`config.mk`:
```
export PLATFORM = sky130hd
export DESIGN_NAME = lif_neuron_array
export DESIGN_NICKNAME = d
export VERILOG_FILES = /design/src/rtl/lif_neuron_array.sv
export SDC_FILE = /design/constraint.sdc
export NUM_CORES = 1
export LEC_CHECK = 0
export ABC_AREA = 1
export BUFFER_PORTS_ARGS = -buffer_cell sky130_fd_sc_hd__clkbuf_2
export CAP_MARGIN = 20
export CORE_UTILIZATION = 27
export CTS_BUF_LIST = sky130_fd_sc_hd__clkbuf_16
export DETAILED_ROUTE_END_ITERATION = 7
export HOLD_SLACK_MARGIN = 0.05
export PLACE_DENSITY = 0.38
export SYNTH_ARGS = -nofsm -noshare
export SYNTH_HDL_FRONTEND = slang
export SYNTH_SLANG_ARGS = --single-unit
```
`constraint.sdc`:
```
create_clock -name clk -period 6.9 [get_ports clk]
set_input_delay 1.035 -clock clk [delete_from_list [all_inputs] [get_ports clk]]
set_output_delay 1.035 -clock clk [all_outputs]
set_load 0.01 [all_outputs]
```
`src/rtl/lif_neuron_array.sv`:
```
// lif_neuron_array: time-multiplexed array of leaky integrate-and-fire neurons.
// Weights are accumulated per neuron during S_ACCUM; an in_last beat starts a
// sweep (S_UPDATE) that updates one neuron per cycle and emits indexed spikes.
// Optional build macro LIF_ADAPT_TH_EN adds a per-neuron adaptive threshold.
module lif_neuron_array #(
  parameter int N_NEURON  = 16,
  parameter int DW        = 8,
  parameter int ACCW      = 12,
  parameter int VW        = 8,
  parameter int VTH       = 8,
  parameter int LEAK      = 1,
  parameter int VMEM_INIT = -16,
  parameter int VMEM_MIN  = -32,
  parameter int REF_DUR   = 2,
  localparam int IDW      = (N_NEURON > 1) ? $clog2(N_NEURON) : 1
) (
  input  logic            clk,
  input  logic            rst,
  input  logic            in_valid,
  output logic            in_ready,
  input  logic [IDW-1:0]  in_id,
  input  logic [DW-1:0]   in_weight,
  input  logic            in_last,
  output logic            spike_valid,
  output logic [IDW-1:0]  spike_id,
  output logic            step_done,
  input  logic [IDW-1:0]  vmem_rd_id,
  output logic [VW-1:0]   vmem_rd
);

  localparam int RCW     = (REF_DUR > 0) ? $clog2(REF_DUR + 1) : 1;
  localparam int ACC_MAX = (1 << (ACCW - 1)) - 1;
  localparam int ACC_MIN = -(1 << (ACCW - 1));
  localparam int VW_MAX  = (1 << (VW - 1)) - 1;
  localparam int VW_MIN  = -(1 << (VW - 1));
`ifdef LIF_ADAPT_TH_EN
  localparam int TH_INC  = 4;
  localparam int TH_MAX  = (1 << VW) - 1;
`endif

  typedef enum logic {S_ACCUM, S_UPDATE} state_t;

  // Clamp a wide value into [lo, hi]; every narrowing in the datapath goes through here.
  function automatic int clamp(input int x, input int lo, input int hi);
    if (x > hi) return hi;
    if (x < lo) return lo;
    return x;
  endfunction

  state_t                  state_q, state_d;
  logic [IDW-1:0]          idx_q, idx_d;
  logic                    spike_valid_q, spike_valid_d;
  logic [IDW-1:0]          spike_id_q, spike_id_d;
  logic                    step_done_q, step_done_d;
  logic signed [VW-1:0]    vmem_q [N_NEURON];
  logic signed [VW-1:0]    vmem_d [N_NEURON];
  logic signed [ACCW-1:0]  acc_q [N_NEURON];
  logic signed [ACCW-1:0]  acc_d [N_NEURON];
  logic [RCW-1:0]          ref_cnt_q [N_NEURON];
  logic [RCW-1:0]          ref_cnt_d [N_NEURON];
`ifdef LIF_ADAPT_TH_EN
  logic [VW-1:0]           th_off_q [N_NEURON];
  logic [VW-1:0]           th_off_d [N_NEURON];
`endif

  logic                    in_range;
  logic signed [VW-1:0]    vmem_cur;
  logic signed [VW-1:0]    acc_v;
  logic signed [VW+1:0]    v_sum;
  logic signed [VW-1:0]    v_new;
  int                      th_eff;
  logic                    fire;

  assign in_ready    = (state_q == S_ACCUM);
  assign in_range    = (int'(in_id) < N_NEURON);
  assign spike_valid = spike_valid_q;
  assign spike_id    = spike_id_q;
  assign step_done   = step_done_q;

  // Debug read port into the membrane array.
  always_comb begin
    vmem_rd = '0;
    if (int'(vmem_rd_id) < N_NEURON) vmem_rd = vmem_q[vmem_rd_id];
  end

  // Next-state logic: accumulate weights, or sweep one neuron per cycle.
  always_comb begin
    state_d       = state_q;
    idx_d         = idx_q;
    spike_valid_d = 1'b0;
    spike_id_d    = spike_id_q;
    step_done_d   = 1'b0;
    vmem_d        = vmem_q;
    acc_d         = acc_q;
    ref_cnt_d     = ref_cnt_q;
`ifdef LIF_ADAPT_TH_EN
    th_off_d      = th_off_q;
`endif
    vmem_cur      = vmem_q[idx_q];
    acc_v         = VW'(clamp(int'(acc_q[idx_q]), VW_MIN, VW_MAX));
    v_sum         = (VW+2)'(vmem_cur) + (VW+2)'(acc_v) - (VW+2)'(LEAK);
    v_new         = VW'(clamp(int'(v_sum), VW_MIN, VW_MAX));
`ifdef LIF_ADAPT_TH_EN
    th_eff        = clamp(VTH + int'(th_off_q[idx_q]), VW_MIN, VW_MAX);
`else
    th_eff        = VTH;
`endif
    fire          = (int'(v_new) >= th_eff);

    case (state_q)
      S_ACCUM: begin
        if (in_valid) begin
          if (in_range)
            acc_d[in_id] = ACCW'(clamp(int'(acc_q[in_id]) + int'($signed(in_weight)),
                                       ACC_MIN, ACC_MAX));
          if (in_last) begin
            state_d = S_UPDATE;
            idx_d   = '0;
          end
        end
      end
      S_UPDATE: begin
        if (ref_cnt_q[idx_q] != '0) begin
          ref_cnt_d[idx_q] = ref_cnt_q[idx_q] - RCW'(1);
          vmem_d[idx_q]    = VW'(VMEM_INIT);
        end else if (fire) begin
          spike_valid_d    = 1'b1;
          spike_id_d       = idx_q;
          vmem_d[idx_q]    = VW'(VMEM_INIT);
          ref_cnt_d[idx_q] = RCW'(REF_DUR);
`ifdef LIF_ADAPT_TH_EN
          th_off_d[idx_q]  = VW'(clamp(int'(th_off_q[idx_q]) + TH_INC, 0, TH_MAX));
`endif
        end else begin
          if (int'(v_new) < VMEM_MIN) vmem_d[idx_q] = VW'(VMEM_MIN);
          else                        vmem_d[idx_q] = v_new;
`ifdef LIF_ADAPT_TH_EN
          if (th_off_q[idx_q] != '0) th_off_d[idx_q] = th_off_q[idx_q] - VW'(1);
`endif
        end
        acc_d[idx_q] = '0;
        if (idx_q == IDW'(N_NEURON - 1)) begin
          state_d     = S_ACCUM;
          step_done_d = 1'b1;
        end else begin
          idx_d = idx_q + IDW'(1);
        end
      end
      default: state_d = S_ACCUM;
    endcase
  end

  // State and neuron storage registers with synchronous reset.
  always_ff @(posedge clk) begin
    if (rst) begin
      state_q       <= S_ACCUM;
      idx_q         <= '0;
      spike_valid_q <= 1'b0;
      spike_id_q    <= '0;
      step_done_q   <= 1'b0;
      for (int i = 0; i < N_NEURON; i++) begin
        vmem_q[i]    <= VW'(VMEM_INIT);
        acc_q[i]     <= '0;
        ref_cnt_q[i] <= '0;
`ifdef LIF_ADAPT_TH_EN
        th_off_q[i]  <= '0;
`endif
      end
    end else begin
      state_q       <= state_d;
      idx_q         <= idx_d;
      spike_valid_q <= spike_valid_d;
      spike_id_q    <= spike_id_d;
      step_done_q   <= step_done_d;
      for (int i = 0; i < N_NEURON; i++) begin
        vmem_q[i]    <= vmem_d[i];
        acc_q[i]     <= acc_d[i];
        ref_cnt_q[i] <= ref_cnt_d[i];
`ifdef LIF_ADAPT_TH_EN
        th_off_q[i]  <= th_off_d[i];
`endif
      end
    end
  end

endmodule

```
==> run metrics <==
die area 87410 um^2; RD Place Congestion 0.8861; fin area 26180 um^2; DR DRC count 0; TritonCTS clock tree built; H-Tree Depth 2; Switching Share 0.4752; CP Data Required Time 7.38 ns; Multi-input gate area 13920 um^2; placed cell count 4667; P&R area growth vs syn 12.45%; Final Instance Count excl. Fillers 4753; post-synth top area share 0.3121; cells after synthesis 3681; Cells on Worst Hold Path 2; root buffer selected by CTS clkbuf_16; Combinational Power Share 0.465; Worst Setup SP idx_q[0]$_SDFFE_PP0P_; outcome finished clean; number of global-route vias before repair 24574; core box area between 80000 and 90000 um^2; YS warnings 0; WP data arrival 6.37 ns; Clock Skew between 0.02 and 0.03 ns; CP dominant cell by count nand2_1; Slew @ Worst Pin 1.088 ns; max-cap check violation count 0; EDFF count, synth 0; RSZ-0062 raised after global routing false; leakage power figure around 10 nW; ys flop type dfxtp_1; post-route clock period utilization 0.8532; syn_area_per_cell 6.325 um^2; Core Rows 107; Reg area 7278 um^2; Post-CTS Resized 0; #FFs+latches synth 363; max incr delay on CP approximately 0.67 ns; Net Count, Synth 3735; Pint 4.988 mW; Max stage delay cell, worst path dfxtp_4; Switch Pwr 4.517 mW; Mapped Area between 20000 and 25000 um^2; Post-DP HPWL 77.65 mm; DP Area between 20000 and 25000 um^2; Hold Path End spike_id[1]$_SDFFE_PP0P_; setup TNS 0 ns; IO Port Bufs 34; cts bufs inserted 48; Antenna Nets Post-Route 0; CP Capture Type flop; RR Endpoint vmem_q[78]$_SDFFE_PP1P_; CP Class flop to flop; final hold vios 0; routed wire length per instance ~25 um; synth top area cells dfxtp_1, a21oi_1, o21ai_0; maximum vdd drop 324.1 uV; setup slack, reg-to-reg 1.01 ns; top-count cell post-synth nand2_1; global route total overflow 0; sequential area share after synthesis 0.3121; die width between 200 and 300 um; drt total wl 116.9 mm; share of post-route cells with drive strength above 1 0.07509; reg-to-reg critical path startpoint idx_q[0]$_SDFFE_PP0P_; initial detailed-routing violation count 2506; first-pass GRT wire length 171.3 mm; number of buffers and inverters on the critical path 3; clk buf depth 3; Nets 3627; postcts setup bufs 0; Worst slew margin 0.2709; clk sinks 363; PwrDens 363.1 nW/um^2; antenna diode count 0; Die H 295.6 um; Fmax around 170 MHz; crit-path max FO 99; Final Setup Violations 0; synth unique cells 50; Top Ports 35; # fillers 9530; largest net degree at the start of global routing 141; crit-path leading delay family simple AND/OR/NAND/NOR gates; critical path launch point type flop; clk_lat worst skew 0.62 ns; Sequential Power Share 0.277; DR vias/cell approximately 5.6; Synth area leader dfxtp_1; Clk pwr share 0.257; Worst Hold Class flop to flop; Vias approximately 26000; Hold Startpoint spike_id[1]$_SDFFE_PP0P_; Initial Util 0.2730; initial antenna violation count 2; Pins Over Slew Limit 0; commonest cells in the synthesized netlist nand2_1, a21oi_1, o21ai_0; first-pass iteration count of the detailed router 6; fin crit period roughly 5.9 ns; Total Routing Usage GR 0.2610; Post-synth ARST share 0; CTS clk-pin slew, worst paths 0.06 ns; # hold bufs at CTS 0; R2R depth 28
cell usage in the layout (no fill, tap or decap), types with 48 or more instances in the layout:
master,instances
a22oi_1,98
clkbuf_16,48
nand3_1,263
nand2_1,611
a21oi_1,519
dfxtp_1,360
nor2_1,345
a31oi_1,157
inv_1,248
o21ai_0,482
o22ai_1,49
buf_4,112
worst min-delay path, stage by stage (launching register included):
cell	delay (ns)
dfxtp_1	0.30
inv_1	0.04
a21oi_1	0.05
routing by layer:
metal | GRT usage | routed length [um] | up-vias
met5 | 0 | 0 | -
met4 | 0.09996 | 4670 | 0
met3 | 0.02661 | 5781 | 240
met2 | 0.4397 | 55350 | 978
met1 | 0.3414 | 51090 | 12696
li1 | - | - | 12560
worst max path at each step:
stage                                 end  slack (ns)  depth (start not counted)
2_1_floorplan      vmem_q[4]$_SDFFE_PP1P_        2.27                         30
3_3_place_gp      vmem_q[77]$_SDFFE_PP1P_        1.09                         23
3_5_place_dp   ref_cnt_q[25]$_SDFFE_PP0P_        1.14                         30
4_1_cts        ref_cnt_q[25]$_SDFFE_PP0P_        1.08                         30
5_1_grt           vmem_q[78]$_SDFFE_PP1P_        0.40                         28
6_report          vmem_q[78]$_SDFFE_PP1P_        1.01                         28
cell families (layout without fill, tap and decap cells):
| logic type | after synthesis | count (layout) | share of synthesized area |
|---|---|---|---|
| compound gates | 1383 | 1383 | 0.3285 |
| simple gates | 1318 | 1318 | 0.2391 |
| buf+inv | 561 | 489 | 0.09255 |
| flops | 363 | 363 | 0.3121 |
| fa+ha+maj | 34 | 34 | 0.01892 |
| xor+xnor | 13 | 13 | 0.004891 |
| mux | 9 | 9 | 0.003870 |
state kept, by name, summed over array words and instances, names as in the netlist:
name	flops
acc_q	192
vmem_q	128
ref_cnt_q	32
idx_q	4
spike_id	4
spike_valid	1
state_q	1
step_done	1
stage by stage:
stage          utilization  power, mW  hold WS, ns  setup slack (ns)
2_1_floorplan            -      5.347       0.4360             2.275
3_3_place_gp        0.2898      7.096       0.4362             1.086
3_5_place_dp        0.2898      7.036       0.4395             1.140
4_1_cts             0.3070      9.514       0.4478             1.083
5_1_grt             0.3070      10.09       0.4782            0.4012
6_report            0.3070      9.505       0.4423             1.013
cell type report:
class                      count  share of cell area
clock inverter                38             0.01008
multi-input combinational   2757              0.5317
timing repair buffer         150             0.04282
inverter                     253             0.03685
sequential                   363              0.2780
tap                         1144             0.05468
clock buffer                  48             0.04588
power by group through the flow:
stage | Combinational [mW] | Clock, mW | Sequential, mW
finish | 4.42 | 2.44 | 2.64
detailed placement | 4.36 | 0 | 2.67
global placement | 4.41 | 0 | 2.69
global route | 4.83 | 2.59 | 2.67
floorplan | 2.79 | 0 | 2.56
CTS | 4.38 | 2.50 | 2.63
(Power assumes the default switching activity.)
